$ cat src/rtl/vga_display_ctrl.sv
// VGA display controller: pixel prescaler, h/v timing counters, sync generation,
// four-mode pattern generator and frame bookkeeping. Every output is registered.
module vga_display_ctrl #(
    parameter int   H_DISPLAY = 640,
    parameter int   H_FP      = 16,
    parameter int   H_SYNC    = 96,
    parameter int   H_BP      = 48,
    parameter int   V_DISPLAY = 480,
    parameter int   V_FP      = 10,
    parameter int   V_SYNC    = 2,
    parameter int   V_BP      = 33,
    parameter int   CLK_DIV   = 4,
    parameter logic SYNC_POL  = 1'b0,
    parameter int   RGB_W     = 12
) (
    input  logic             clk,
    input  logic             rst,
    input  logic [1:0]       mode,
    input  logic [RGB_W-1:0] sw_rgb,
    output logic             hsync,
    output logic             vsync,
    output logic             video_on,
    output logic [9:0]       pixel_x,
    output logic [9:0]       pixel_y,
    output logic [RGB_W-1:0] rgb,
    output logic             pixel_tick,
    output logic             frame_start,
    output logic [7:0]       frame_count
);
    localparam int H_TOTAL = H_DISPLAY + H_FP + H_SYNC + H_BP;
    localparam int V_TOTAL = V_DISPLAY + V_FP + V_SYNC + V_BP;
    localparam int C       = RGB_W / 3;
    localparam int PW      = (CLK_DIV > 1) ? $clog2(CLK_DIV) : 1;

    localparam logic [PW-1:0] P_LAST   = PW'(CLK_DIV - 1);
    localparam logic [9:0]    H_LAST   = 10'(H_TOTAL - 1);
    localparam logic [9:0]    V_LAST   = 10'(V_TOTAL - 1);
    localparam logic [9:0]    H_VIS    = 10'(H_DISPLAY);
    localparam logic [9:0]    V_VIS    = 10'(V_DISPLAY);
    localparam logic [9:0]    HS_BEG   = 10'(H_DISPLAY + H_FP);
    localparam logic [9:0]    HS_END   = 10'(H_DISPLAY + H_FP + H_SYNC - 1);
    localparam logic [9:0]    VS_BEG   = 10'(V_DISPLAY + V_FP);
    localparam logic [9:0]    VS_END   = 10'(V_DISPLAY + V_FP + V_SYNC - 1);
    localparam logic [9:0]    BAR_LAST = 10'(H_DISPLAY / 8 - 1);

    typedef enum logic [1:0] {
        PAT_SOLID    = 2'd0,
        PAT_BARS     = 2'd1,
        PAT_CHECKER  = 2'd2,
        PAT_GRADIENT = 2'd3
    } pattern_e;

    logic [PW-1:0]    presc_q, presc_d;
    logic [9:0]       h_q, h_d, v_q, v_d;
    pattern_e         mode_q, mode_d;
    logic [9:0]       bar_cnt_q, bar_cnt_d;
    logic [2:0]       bar_idx_q, bar_idx_d;

    logic             hsync_q, hsync_d, vsync_q, vsync_d;
    logic             video_on_q, video_on_d;
    logic [9:0]       pixel_x_q, pixel_x_d, pixel_y_q, pixel_y_d;
    logic [RGB_W-1:0] rgb_q, rgb_d;
    logic             pixel_tick_q, pixel_tick_d;
    logic             frame_start_q, frame_start_d;
    logic [7:0]       frame_count_q, frame_count_d;

    logic             tick, h_wrap, v_wrap;
    logic             bar_r, bar_g, bar_b;
    logic [RGB_W-1:0] pattern;

    always_comb begin
        tick      = (presc_q == P_LAST);
        h_wrap    = tick && (h_q == H_LAST);
        v_wrap    = h_wrap && (v_q == V_LAST);

        presc_d   = tick ? '0 : presc_q + PW'(1);
        h_d       = h_q;
        v_d       = v_q;
        mode_d    = mode_q;
        bar_cnt_d = bar_cnt_q;
        bar_idx_d = bar_idx_q;

        if (tick) begin
            h_d = h_wrap ? '0 : h_q + 10'd1;
            if (h_wrap) begin
                v_d = v_wrap ? '0 : v_q + 10'd1;
            end
            if (v_wrap) begin
                mode_d = pattern_e'(mode);
            end
            // Bar index comes from a width counter restarted every line, avoiding a divider
            if (h_wrap) begin
                bar_cnt_d = '0;
                bar_idx_d = '0;
            end else if (bar_cnt_q == BAR_LAST) begin
                bar_cnt_d = '0;
                bar_idx_d = bar_idx_q + 3'd1;
            end else begin
                bar_cnt_d = bar_cnt_q + 10'd1;
            end
        end

        // White, yellow, cyan, green, magenta, red, blue, black
        bar_r = ~bar_idx_d[1];
        bar_g = ~bar_idx_d[2];
        bar_b = ~bar_idx_d[0];

        pattern = sw_rgb;
        case (mode_d)
            PAT_SOLID:    pattern = sw_rgb;
            PAT_BARS:     pattern = {{C{bar_r}}, {C{bar_g}}, {C{bar_b}}};
            PAT_CHECKER:  pattern = (h_d[5] ^ v_d[5]) ? ~sw_rgb : sw_rgb;
            PAT_GRADIENT: pattern = {3{h_d[9 -: C]}};
            default:      pattern = sw_rgb;
        endcase

        // Output stage is fed from next-state counters so all outputs move together
        // with pixel_tick on the advancing edge.
        video_on_d    = (h_d < H_VIS) && (v_d < V_VIS);
        pixel_x_d     = h_d;
        pixel_y_d     = v_d;
        rgb_d         = video_on_d ? pattern : '0;
        hsync_d       = ((h_d >= HS_BEG) && (h_d <= HS_END)) ? SYNC_POL : ~SYNC_POL;
        vsync_d       = ((v_d >= VS_BEG) && (v_d <= VS_END)) ? SYNC_POL : ~SYNC_POL;
        pixel_tick_d  = tick;
        frame_start_d = v_wrap;
        frame_count_d = v_wrap ? frame_count_q + 8'd1 : frame_count_q;
    end

    always_ff @(posedge clk or posedge rst) begin
        if (rst) begin
            presc_q       <= '0;
            h_q           <= '0;
            v_q           <= '0;
            mode_q        <= PAT_SOLID;
            bar_cnt_q     <= '0;
            bar_idx_q     <= '0;
            hsync_q       <= ~SYNC_POL;
            vsync_q       <= ~SYNC_POL;
            video_on_q    <= 1'b0;
            pixel_x_q     <= '0;
            pixel_y_q     <= '0;
            rgb_q         <= '0;
            pixel_tick_q  <= 1'b0;
            frame_start_q <= 1'b0;
            frame_count_q <= '0;
        end else begin
            presc_q       <= presc_d;
            h_q           <= h_d;
            v_q           <= v_d;
            mode_q        <= mode_d;
            bar_cnt_q     <= bar_cnt_d;
            bar_idx_q     <= bar_idx_d;
            hsync_q       <= hsync_d;
            vsync_q       <= vsync_d;
            video_on_q    <= video_on_d;
            pixel_x_q     <= pixel_x_d;
            pixel_y_q     <= pixel_y_d;
            rgb_q         <= rgb_d;
            pixel_tick_q  <= pixel_tick_d;
            frame_start_q <= frame_start_d;
            frame_count_q <= frame_count_d;
        end
    end

    assign hsync       = hsync_q;
    assign vsync       = vsync_q;
    assign video_on    = video_on_q;
    assign pixel_x     = pixel_x_q;
    assign pixel_y     = pixel_y_q;
    assign rgb         = rgb_q;
    assign pixel_tick  = pixel_tick_q;
    assign frame_start = frame_start_q;
    assign frame_count = frame_count_q;
endmodule

$ cat config.mk
export PLATFORM = sky130hd
export DESIGN_NAME = vga_display_ctrl
export DESIGN_NICKNAME = d
export VERILOG_FILES = /design/src/rtl/vga_display_ctrl.sv
export SDC_FILE = /design/constraint.sdc
export NUM_CORES = 1
export LEC_CHECK = 0
export CELL_PAD_IN_SITES_DETAIL_PLACEMENT = 2
export CELL_PAD_IN_SITES_GLOBAL_PLACEMENT = 2
export CORE_ASPECT_RATIO = 1.2
export CORE_UTILIZATION = 35
export DETAILED_ROUTE_END_ITERATION = 6
export GPL_TIMING_DRIVEN = 0
export PLACE_DENSITY_LB_ADDON = 0.1
export SYNTH_ARGS = -nofsm -noshare
export SYNTH_HDL_FRONTEND = slang
export SYNTH_SLANG_ARGS = --single-unit
$ cat constraint.sdc
create_clock -name clk -period 3.95 [get_ports clk]
set_input_delay 0.395 -clock clk [delete_from_list [all_inputs] [get_ports clk]]
set_output_delay 0.395 -clock clk [all_outputs]
set_load 0.1 [all_outputs]
==> results.py, run 1 <==
metrics = {
    "run_status": {
        "outcome": "complete, no violations",
    },
    "critical_path": {
        "timing.critical_path.cells": "ha_1 > and4_1 > buf_2 > nand4_1 > clkbuf_1 > nand4_1 > nand3_1 > clkbuf_1 > o211ai_1 > a21oi_1 > a211oi_2",
        "setup.worst_path.class": "reg -> reg",
        "worstSetupStartpointType": "flop",
        "cp.arrival_ns": 3.47,
        "cpLargestDelayFamily": "buffers and inverters",
        "critical_path_required_ns": 4.19,
        "worst_path_max_delay_cell": "clkbuf_1",
        "worstSetupEndpointType": "flop",
        "path_buf_inv": 3,
        "worstPathMaxFanout": 10,
        "slowest_delay_ns": 0.47,
    },
    "global_routing": {
        "grt_antenna_before_repair": 0,
        "vias_in_the_first_global_route": 3108,
        "pin_count_of_the_biggest_net_entering_global_routing": 37,
        "grt_first_pass_wirelength_um": 16500,
        "top_usage_layer": "met2",
        "global_route.usage.total": 0.219,
        "groute.layer.met2.usage": 0.402,
        "global_route.usage.met3": 0.0527,
        "global_route.overflow_total": 0,
        "groute.layer.met1.usage": 0.251,
    },
    "clock_tree": {
        "postCtsHoldBufs": 0,
        "cts_setup_buffers": 0,
        "clock_sink_count": 62,
        "cts_made_buffers": 9,
        "cts_root_buf": "clkbuf_8",
        "cts_tree": "built",
        "clk-insertion-delay-late_ns": 0.35,
        "htreeDepth": 3,
        "cts-resized-gates": 0,
        "clk_transition_reported_paths_ns": 0.07,
        "clock_tree.buffer_depth": 2,
    },
    "power_and_ir_drop": {
        "total_leakage_power_nw": 1.92,
        "power_switching_mw": 0.332,
        "vdd_drop_max_uv": 199,
        "power.share.sequential": 0.503,
        "combPwrFrac": 0.081,
        "switching_share": 0.260,
        "cellPowerDensity_nw_per_um2": 302,
        "clockPowerShare": 0.416,
        "p_int_mw": 0.946,
    },
    "synth": {
        "synth_fp_nets": 351,
        "post-synth-top-area-cell": "dfrtp_1",
        "synth.top_cells.by_area": "dfrtp_1, xnor2_1, nand3_1",
        "netlist_instances": 328,
        "syn-mean-instance-area_um2": 10.0,
        "netlist_area_um2": 3280,
        "synth-seq-area-share": 0.474,
        "number_of_synthesized_flops_with_an_enable_pin": 0,
        "async_flop_share": 1.00,
        "postSynthRegisterBits": 62,
        "ys.warnings.count": 0,
        "synthFlopType": "dfrtp_1",
        "synth_top_area_frac": 0.458,
        "ys_types": 53,
    },
    "sta": {
        "fin_tns_setup_ns": 0,
        "unrepaired_setup_endpoints_after_global_routing": "false",
        "report.final.hold_viol_count": 0,
        "clock.fmax_mhz": 310,
        "layout_worst_path_cycle_share": 0.817,
        "maxSlewViolCount": 0,
        "period_minus_slack_ns": 3.23,
        "finClkSkew_ns": 0.00627,
        "whs_ns": 0.440,
        "max_slew_margin": 0.339,
        "worst_slew_pin_slew_ns": 0.988,
        "final_setup_viols": 0,
    },
    "finish": {
        "syn2layout_area_growth_pct": 29.1,
        "fill_cells": 997,
        "layout-drive-gt1-share": 0.111,
        "register_area_um2": 1550,
        "diodes": 0,
        "multi_input_area_um2": 1600,
        "commonest_non_fill_non_tap_cells_in_the_layout": "dfrtp_1, clkdlybuf4s50_1, nor2_1",
        "finish.net_count": 423,
    },
    "drt": {
        "final_antenna_net_count": 0,
        "detail_route.drc_violations": 0,
        "wl_um": 9760,
        "detailedRoute.firstPassIterationCount": 4,
        "avgViaCountPerCell": 5.38,
        "via_count": 2822,
        "route.detailed.wl_per_inst_um": 18.6,
        "drtIter0Drc": 58,
    },
    "die": {
        "fp.dieArea_um2": 9770,
        "start_util": 0.361,
        "placeableCoreArea_um2": 9080,
        "fp.dieH_um": 108,
        "die_width_um": 90.4,
        "placementRows": 38,
        "num_io_pins": 61,
    },
    "place": {
        "dpl.hpwl_um": 7220,
        "routabilityCongestion": 0.769,
        "place.port_buffers": 60,
    },
    "run": {
        "cap_violations": 0,
    },
    "min_path": {
        "hold_class": "reg -> reg",
    },
}
-- registers in the layout (all words and copies together) (netlist names) --
name,cells
rgb,12
bar_cnt_q,10
pixel_x,10
pixel_y,10
frame_count,8
bar_idx_q,3
mode_q,2
presc_q,2
frame_start,1
hsync,1
pixel_tick,1
video_on,1
vsync,1
-- per-stage QoR --
step                power, mW   util  instance area [um2]  worst slack, ns  cells
global route             1.33  0.467                 4240            0.479    525
global placement        0.755  0.444                 4030            0.829    508
detailed placement      0.760  0.446                 4050            0.782    509
finish                   1.28  0.467                 4240            0.725    525
CTS                      1.30  0.467                 4240            0.675    525
floorplan               0.719      -                 3280            0.775    328
-- cell type report --
cell class | count | share of cell area
plain buffers | 14 | 0.0174
clock buffers | 12 | 0.0390
clock inverters | 4 | 0.00473
inverters | 13 | 0.0115
multi-input cells | 239 | 0.379
flip-flops and latches | 62 | 0.367
well taps | 120 | 0.0354
repair buffers | 61 | 0.146
-- routing by layer --
| metal | vias up | share of wire |
|---|---|---|
| li1 | 1323 | - |
| met1 | 1441 | 0.43 |
| met2 | 46 | 0.53 |
| met3 | 12 | 0.029 |
| met4 | 0 | 0.014 |
| met5 | - | 0 |
-- cells by family (layout without fill, tap and decap cells) --
| kind of cell | after synthesis | in the layout | share of synthesized area |
|---|---|---|---|
| compound gates | 69 | 69 | 0.151 |
| fa+ha+maj | 7 | 7 | 0.0267 |
| xor+xnor | 30 | 30 | 0.0801 |
| simple gates | 125 | 125 | 0.206 |
| mux | 8 | 8 | 0.0259 |
| flops | 62 | 62 | 0.474 |
| buf+inv | 27 | 104 | 0.0374 |
-- final timing paths --
check	cells past startpoint	to	start	slack, ns
max in group asynchronous	3	bar_idx_q[2]$_DFF_PP0_	rst	2.77
max reg2reg	11	rgb[7]$_DFF_PP0_	presc_q[0]$_DFF_PP0_	0.72
max	11	rgb[7]$_DFF_PP0_	presc_q[0]$_DFF_PP0_	0.72
min	1	presc_q[0]$_DFF_PP0_	presc_q[0]$_DFF_PP0_	0.44
min in group asynchronous	2	video_on$_DFF_PP0_	rst	0.54
min reg2reg	1	presc_q[0]$_DFF_PP0_	presc_q[0]$_DFF_PP0_	0.44
-- Yosys cell counts (4+ instances only) --
library cell and number:
mux2_2 4, nand2_1 21, dfrtp_1 60, a21oi_1 14, and4_1 4, nor2_1 26
o21ai_0 7, nand3_1 24, xor2_1 12, nor2b_1 4, and3_1 7, o211ai_1 6
xnor2_1 18, buf_2 5, mux2i_1 4, inv_1 12, a21o_1 13, and2_1 5
or3_1 4, clkbuf_1 6, a311oi_1 9, nand4_1 13, ha_1 7, o21ai_1 4
-- power by group through the flow --
stage / registers, mW / logic, mW / clock network, mW
2_1_floorplan: 0.701 / 0.0175 / 0
3_3_place_gp: 0.654 / 0.101 / 0
3_5_place_dp: 0.655 / 0.105 / 0
4_1_cts: 0.643 / 0.106 / 0.550
5_1_grt: 0.643 / 0.110 / 0.578
6_report: 0.643 / 0.104 / 0.532
Power figures use the tool's default switching activity.
==> run 2, diff against run 1 <==
CORE_UTILIZATION = 33   (was 35)
clock period = 3.2 ns   (was 3.95 ns; I/O delays follow)
==> results.py, run 2 (same netlist as run 1, synthesis figures left out) <==
metrics = {
    "clock_tree": {
        "cts_tree": "built",
        "clk-insertion-delay-late_ns": 0.33,
        "clock_tree.buffer_depth": 2,
        "cts_made_buffers": 9,
        "clock_sink_count": 62,
        "postCtsHoldBufs": 0,
        "clk_transition_reported_paths_ns": 0.05,
        "cts_root_buf": "clkbuf_16",
        "htreeDepth": 3,
    },
    "sta": {
        "layout_worst_path_cycle_share": 0.945,
        "whs_ns": 0.398,
        "report.final.hold_viol_count": 0,
        "final_setup_viols": 0,
        "worst_slew_pin_slew_ns": 0.977,
        "max_slew_margin": 0.346,
        "setup_ws_ns": 0.176,
        "finClkSkew_ns": 0.00745,
        "period_minus_slack_ns": 3.02,
        "unrepaired_setup_endpoints_after_global_routing": "false",
        "maxSlewViolCount": 0,
        "clock.fmax_mhz": 331,
    },
    "die": {
        "fp.dieArea_um2": 10300,
        "die_width_um": 93.0,
        "placementRows": 39,
        "start_util": 0.341,
        "placeableCoreArea_um2": 9610,
        "num_io_pins": 61,
        "fp.dieH_um": 111,
    },
    "finish": {
        "diodes": 0,
        "layout-drive-gt1-share": 0.116,
        "syn2layout_area_growth_pct": 33.6,
        "commonest_non_fill_non_tap_cells_in_the_layout": "dfrtp_1, clkdlybuf4s50_1, nor2_1",
        "fin_util": 0.456,
        "largest_register_ff_count": 12,
        "fill_cells": 1026,
        "finish.net_count": 423,
        "final-instance-count-excl-fill": 528,
    },
    "drt": {
        "met2_length_um": 5060,
        "avgViaCountPerCell": 5.33,
        "drtIter0Drc": 73,
        "via_count": 2814,
        "dr_wl_met3_um": 284,
        "wl_um": 9720,
        "route.layer.met1.wl_um": 4250,
        "route.detailed.wl_per_inst_um": 18.4,
        "detailedRoute.firstPassIterationCount": 4,
        "maxUsedRoutingLayer": "met4",
        "detail_route.drc_violations": 0,
        "final_antenna_net_count": 0,
    },
    "critical_path": {
        "worstPathMaxFanout": 10,
        "worstSetupStartpointType": "flop",
        "setup.worst_path.end": "rgb[2]$_DFF_PP0_",
        "regToRegStartpoint": "pixel_y[5]$_DFF_PP0_",
        "worstSetupEndpointType": "flop",
        "critical_path_required_ns": 3.40,
        "slowest_delay_ns": 0.48,
        "worst-r2r-setup-slack_ns": 0.18,
        "setup.worst_path.start": "pixel_y[5]$_DFF_PP0_",
        "worst_path_max_delay_cell": "or4_4",
        "ff2ff_path_depth": 8,
        "r2r_end": "rgb[2]$_DFF_PP0_",
        "cp.arrival_ns": 3.23,
        "timing.critical_path.cells": "buf_6 > or3_1 > or4_4 > nor2_2 > mux2i_1 > clkbuf_2 > a21oi_1 > a311oi_1",
        "setup.worst_path.class": "reg -> reg",
    },
    "global_routing": {
        "vias_in_the_first_global_route": 3121,
        "global_route.overflow_total": 0,
        "grt_antenna_before_repair": 0,
        "pin_count_of_the_biggest_net_entering_global_routing": 38,
        "grt_first_pass_wirelength_um": 16200,
        "global_route.usage.total": 0.203,
    },
    "run_status": {
        "outcome": "complete, no violations",
    },
    "min_path": {
        "hold_class": "in -> async",
    },
    "place": {
        "place_inst": 512,
        "place.port_buffers": 60,
        "pre_cts_slack_ns": -0.0159,
        "routabilityCongestion": 0.737,
        "dpl.hpwl_um": 6930,
    },
    "run": {
        "cap_violations": 0,
    },
    "power_and_ir_drop": {
        "vdd_drop_max_uv": 210,
        "total_leakage_power_nw": 1.99,
        "cellPowerDensity_nw_per_um2": 451,
    },
}
==> run 2: changes by cell type in the layout (fill, tap and decap cells not counted), sizes merged <==
cell / previous run / this run
bufinv: 0 / 2
clkinv: 4 / 2
==> run 2: worst min-delay path by stage <==
stage | start | to | slack, ns | depth (start not counted)
global route | presc_q[0]$_DFF_PP0_ | presc_q[0]$_DFF_PP0_ | 0.44 | 1
CTS | rst | frame_count[7]$_DFFE_PP0P_ | 0.41 | 2
global placement | presc_q[0]$_DFF_PP0_ | presc_q[0]$_DFF_PP0_ | 0.42 | 1
finish | rst | video_on$_DFF_PP0_ | 0.40 | 2
floorplan | presc_q[0]$_DFF_PP0_ | presc_q[0]$_DFF_PP0_ | 0.40 | 1
detailed placement | presc_q[0]$_DFF_PP0_ | presc_q[0]$_DFF_PP0_ | 0.42 | 1
==> run 2: cell type report <==
| class | instances | area, um2 | area share |
|---|---|---|---|
| Buffer | 14 | 76.3 | 0.0174 |
| Tap cell | 123 | 154 | 0.0351 |
| Timing Repair Buffer | 61 | 621 | 0.142 |
| Clock inverter | 4 | 70.1 | 0.0160 |
| Sequential cell | 62 | 1550 | 0.355 |
| Multi-Input combinational cell | 239 | 1610 | 0.368 |
| Inverter | 13 | 48.8 | 0.0111 |
| Clock buffer | 12 | 246 | 0.0562 |
==> run 2: report_power, final <==
part / leakage (nW) / switching (mW) / internal, mW
clock: 0.157 / 0.353 / 0.701
sequential: 0.796 / 0.00225 / 0.792
combinational: 1.04 / 0.0902 / 0.0379
total: 1.99 / 0.446 / 1.53
==> run 2: timing repair <==
action / in CTS / in global routing
buffers inserted: 0 / 0
hold endpoints to repair: 0 / 0
resized for setup: 2 / 2
setup endpoints to repair: 1 / 1
pin swaps: 0 / 0
==> run 2: worst max-delay path, delay by kind of cell, from the launching register on <==
kind	cells	cell delay (ns)
DFF	1	0.38
AOI/OAI and AO/OA	2	0.46
buffers and inverters	2	0.47
muxes	1	0.46
and+or+nand+nor	3	1.11
==> run 2: metal layers <==
metal | vias to the layer above | GRT usage
met3 | 9 | 0.0398
met2 | 47 | 0.354
met5 | - | 0
met1 | 1427 | 0.245
li1 | 1331 | -
met4 | 0 | 0.0749
==> run 2: per-stage QoR <==
stage          area (um2)  power (mW)  TNS, ns
5_1_grt              4380        2.03        0
4_1_cts              4370        2.01        0
6_report             4380        1.98        0
3_5_place_dp         4060       0.937  -0.0159
3_3_place_gp         4040       0.932        0
2_1_floorplan        3280       0.887        0
==> run 3, diff against run 2 <==
--- a/config.mk
+++ b/config.mk
@@ -9,4 +9,5 @@
 export CELL_PAD_IN_SITES_GLOBAL_PLACEMENT = 2
 export CORE_ASPECT_RATIO = 1.2
+export CORE_MARGIN = 1.5
 export CORE_UTILIZATION = 33
 export DETAILED_ROUTE_END_ITERATION = 6
==> constraint.sdc (replaced) <==
create_clock -name clk -period 3.2 [get_ports clk]
set_input_delay 0.32 -clock clk [delete_from_list [all_inputs] [get_ports clk]]
set_output_delay 0.32 -clock clk [all_outputs]
set_load 0.01 [all_outputs]
==> results.py, run 3 (same netlist as run 1, synthesis figures left out) <==
metrics = {
    "critical_path": {
        "setup.worst_path.class": "reg -> reg",
        "regToRegStartpoint": "pixel_y[5]$_DFF_PP0_",
        "worstSetupEndpointType": "flop",
        "critical_path_required_ns": 3.42,
        "worstSetupStartpointType": "flop",
        "cp.arrival_ns": 3.23,
        "worst-r2r-setup-slack_ns": 0.19,
        "worstPathMaxFanout": 10,
        "worst_path_max_delay_cell": "or4_4",
        "ff2ff_path_depth": 8,
        "timing.critical_path.cells": "buf_6 > or3_1 > or4_4 > nor2_2 > mux2i_2 > clkbuf_2 > a21oi_1 > a311oi_1",
        "setup.worst_path.end": "rgb[4]$_DFF_PP0_",
        "slowest_delay_ns": 0.48,
        "r2r_end": "rgb[4]$_DFF_PP0_",
        "setup.worst_path.start": "pixel_y[5]$_DFF_PP0_",
    },
    "clock_tree": {
        "cts_made_buffers": 9,
        "htreeDepth": 3,
        "cts_tree": "built",
        "cts_root_buf": "clkbuf_16",
        "clock_sink_count": 62,
        "clk-insertion-delay-late_ns": 0.33,
        "cts_setup_buffers": 0,
        "clk_transition_reported_paths_ns": 0.06,
        "clock_tree.buffer_depth": 2,
    },
    "sta": {
        "fin_tns_setup_ns": 0,
        "final_setup_viols": 0,
        "period_minus_slack_ns": 3.01,
        "max_slew_margin": 0.421,
        "unrepaired_setup_endpoints_after_global_routing": "false",
        "finClkSkew_ns": 0.00799,
        "report.final.hold_viol_count": 0,
        "layout_worst_path_cycle_share": 0.941,
        "worst_slew_pin_slew_ns": 0.867,
        "clock.fmax_mhz": 332,
        "maxSlewViolCount": 0,
    },
    "power_and_ir_drop": {
        "cellPowerDensity_nw_per_um2": 441,
        "vdd_drop_max_uv": 230,
        "total_leakage_power_nw": 1.98,
    },
    "die": {
        "fp.dieArea_um2": 10600,
        "die_width_um": 94.0,
        "placementRows": 39,
        "num_io_pins": 61,
        "start_util": 0.341,
        "fp.dieH_um": 112,
        "placeableCoreArea_um2": 9610,
    },
    "global_routing": {
        "grt_antenna_before_repair": 0,
        "vias_in_the_first_global_route": 3163,
        "global_route.usage.total": 0.206,
        "pin_count_of_the_biggest_net_entering_global_routing": 39,
        "global_route.overflow_total": 0,
        "grt_first_pass_wirelength_um": 16700,
    },
    "finish": {
        "finish.net_count": 423,
        "fin_util": 0.456,
        "syn2layout_area_growth_pct": 33.6,
        "commonest_non_fill_non_tap_cells_in_the_layout": "dfrtp_1, clkdlybuf4s50_1, nor2_1",
        "largest_register_ff_count": 12,
        "layout-drive-gt1-share": 0.119,
        "diodes": 0,
        "fill_cells": 1022,
    },
    "drt": {
        "wl_um": 10000,
        "detail_route.drc_violations": 0,
        "route.detailed.wl_per_inst_um": 18.9,
        "final_antenna_net_count": 0,
        "drtIter0Drc": 69,
        "avgViaCountPerCell": 5.36,
        "via_count": 2831,
        "detailedRoute.firstPassIterationCount": 4,
    },
    "place": {
        "place.port_buffers": 60,
        "dpl.hpwl_um": 7120,
        "routabilityCongestion": 0.770,
    },
    "min_path": {
        "hold_class": "reg -> reg",
        "min-delay-start": "presc_q[0]$_DFF_PP0_",
    },
    "run": {
        "cap_violations": 0,
    },
    "run_status": {
        "outcome": "complete, no violations",
    },
}
[run 3: cell counts in the layout (fill, tap and decap cells not counted)]
No cell type changed its count.
[run 3: metrics by stage]
stage	setup slack (ns)	std cells	power, mW	hold WS [ns]	cell area, um2
after floorplan	0.603	328	0.834	0.403	3280
after global placement	0.110	511	0.878	0.415	4040
after detailed placement	0.0341	512	0.883	0.424	4060
after CTS	0.00400	528	1.95	0.432	4370
after global routing	0.0290	528	1.99	0.457	4380
final	0.190	528	1.93	0.437	4380
[run 3: critical path: cells and delay by family (launching register included)]
family	cells	cell delay, ns
buffers and inverters	2	0.49
and+or+nand+nor	3	1.15
muxes	1	0.45
DFF	1	0.39
AOI/OAI and AO/OA	2	0.44
[run 3: routing by layer]
layer | vias to the layer above | global-route usage | wire, um
met5 | - | 0 | 0
met4 | 0 | 0.0687 | 131
met3 | 8 | 0.0400 | 298
met2 | 49 | 0.357 | 5280
met1 | 1443 | 0.253 | 4290
li1 | 1331 | - | -
[run 3: area by class of cell]
type,count,area (um2),area share
inverter,13,48.8,0.0111
buffer,14,77.6,0.0177
multi-input combinational,239,1610,0.368
clock buffer,12,246,0.0563
clock inverter,4,70.1,0.0160
sequential,62,1550,0.355
tap,123,154,0.0351
timing repair buffer,61,621,0.142
[run 3: what timing repair did]
action                                 4_1_cts  5_1_grt
endpoints found under the hold margin        0        0
gates resized for setup                      1        6
hold buffers                                 0        0
setup endpoints to repair                    3       12
[run 3: worst min-delay path by stage]
stage                            to  slack (ns)  cells after the start
5_1_grt        presc_q[0]$_DFF_PP0_        0.46                      1
2_1_floorplan  presc_q[0]$_DFF_PP0_        0.40                      1
6_report       presc_q[0]$_DFF_PP0_        0.44                      1
4_1_cts        presc_q[0]$_DFF_PP0_        0.43                      1
3_5_place_dp   presc_q[0]$_DFF_PP0_        0.42                      1
3_3_place_gp   presc_q[0]$_DFF_PP0_        0.41                      1
[run 3: where the power goes]
| part | switching, mW | internal [mW] |
|---|---|---|
| clock | 0.362 | 0.701 |
| combinational | 0.0362 | 0.0381 |
| sequential | 0.00210 | 0.792 |
| total | 0.400 | 1.53 |
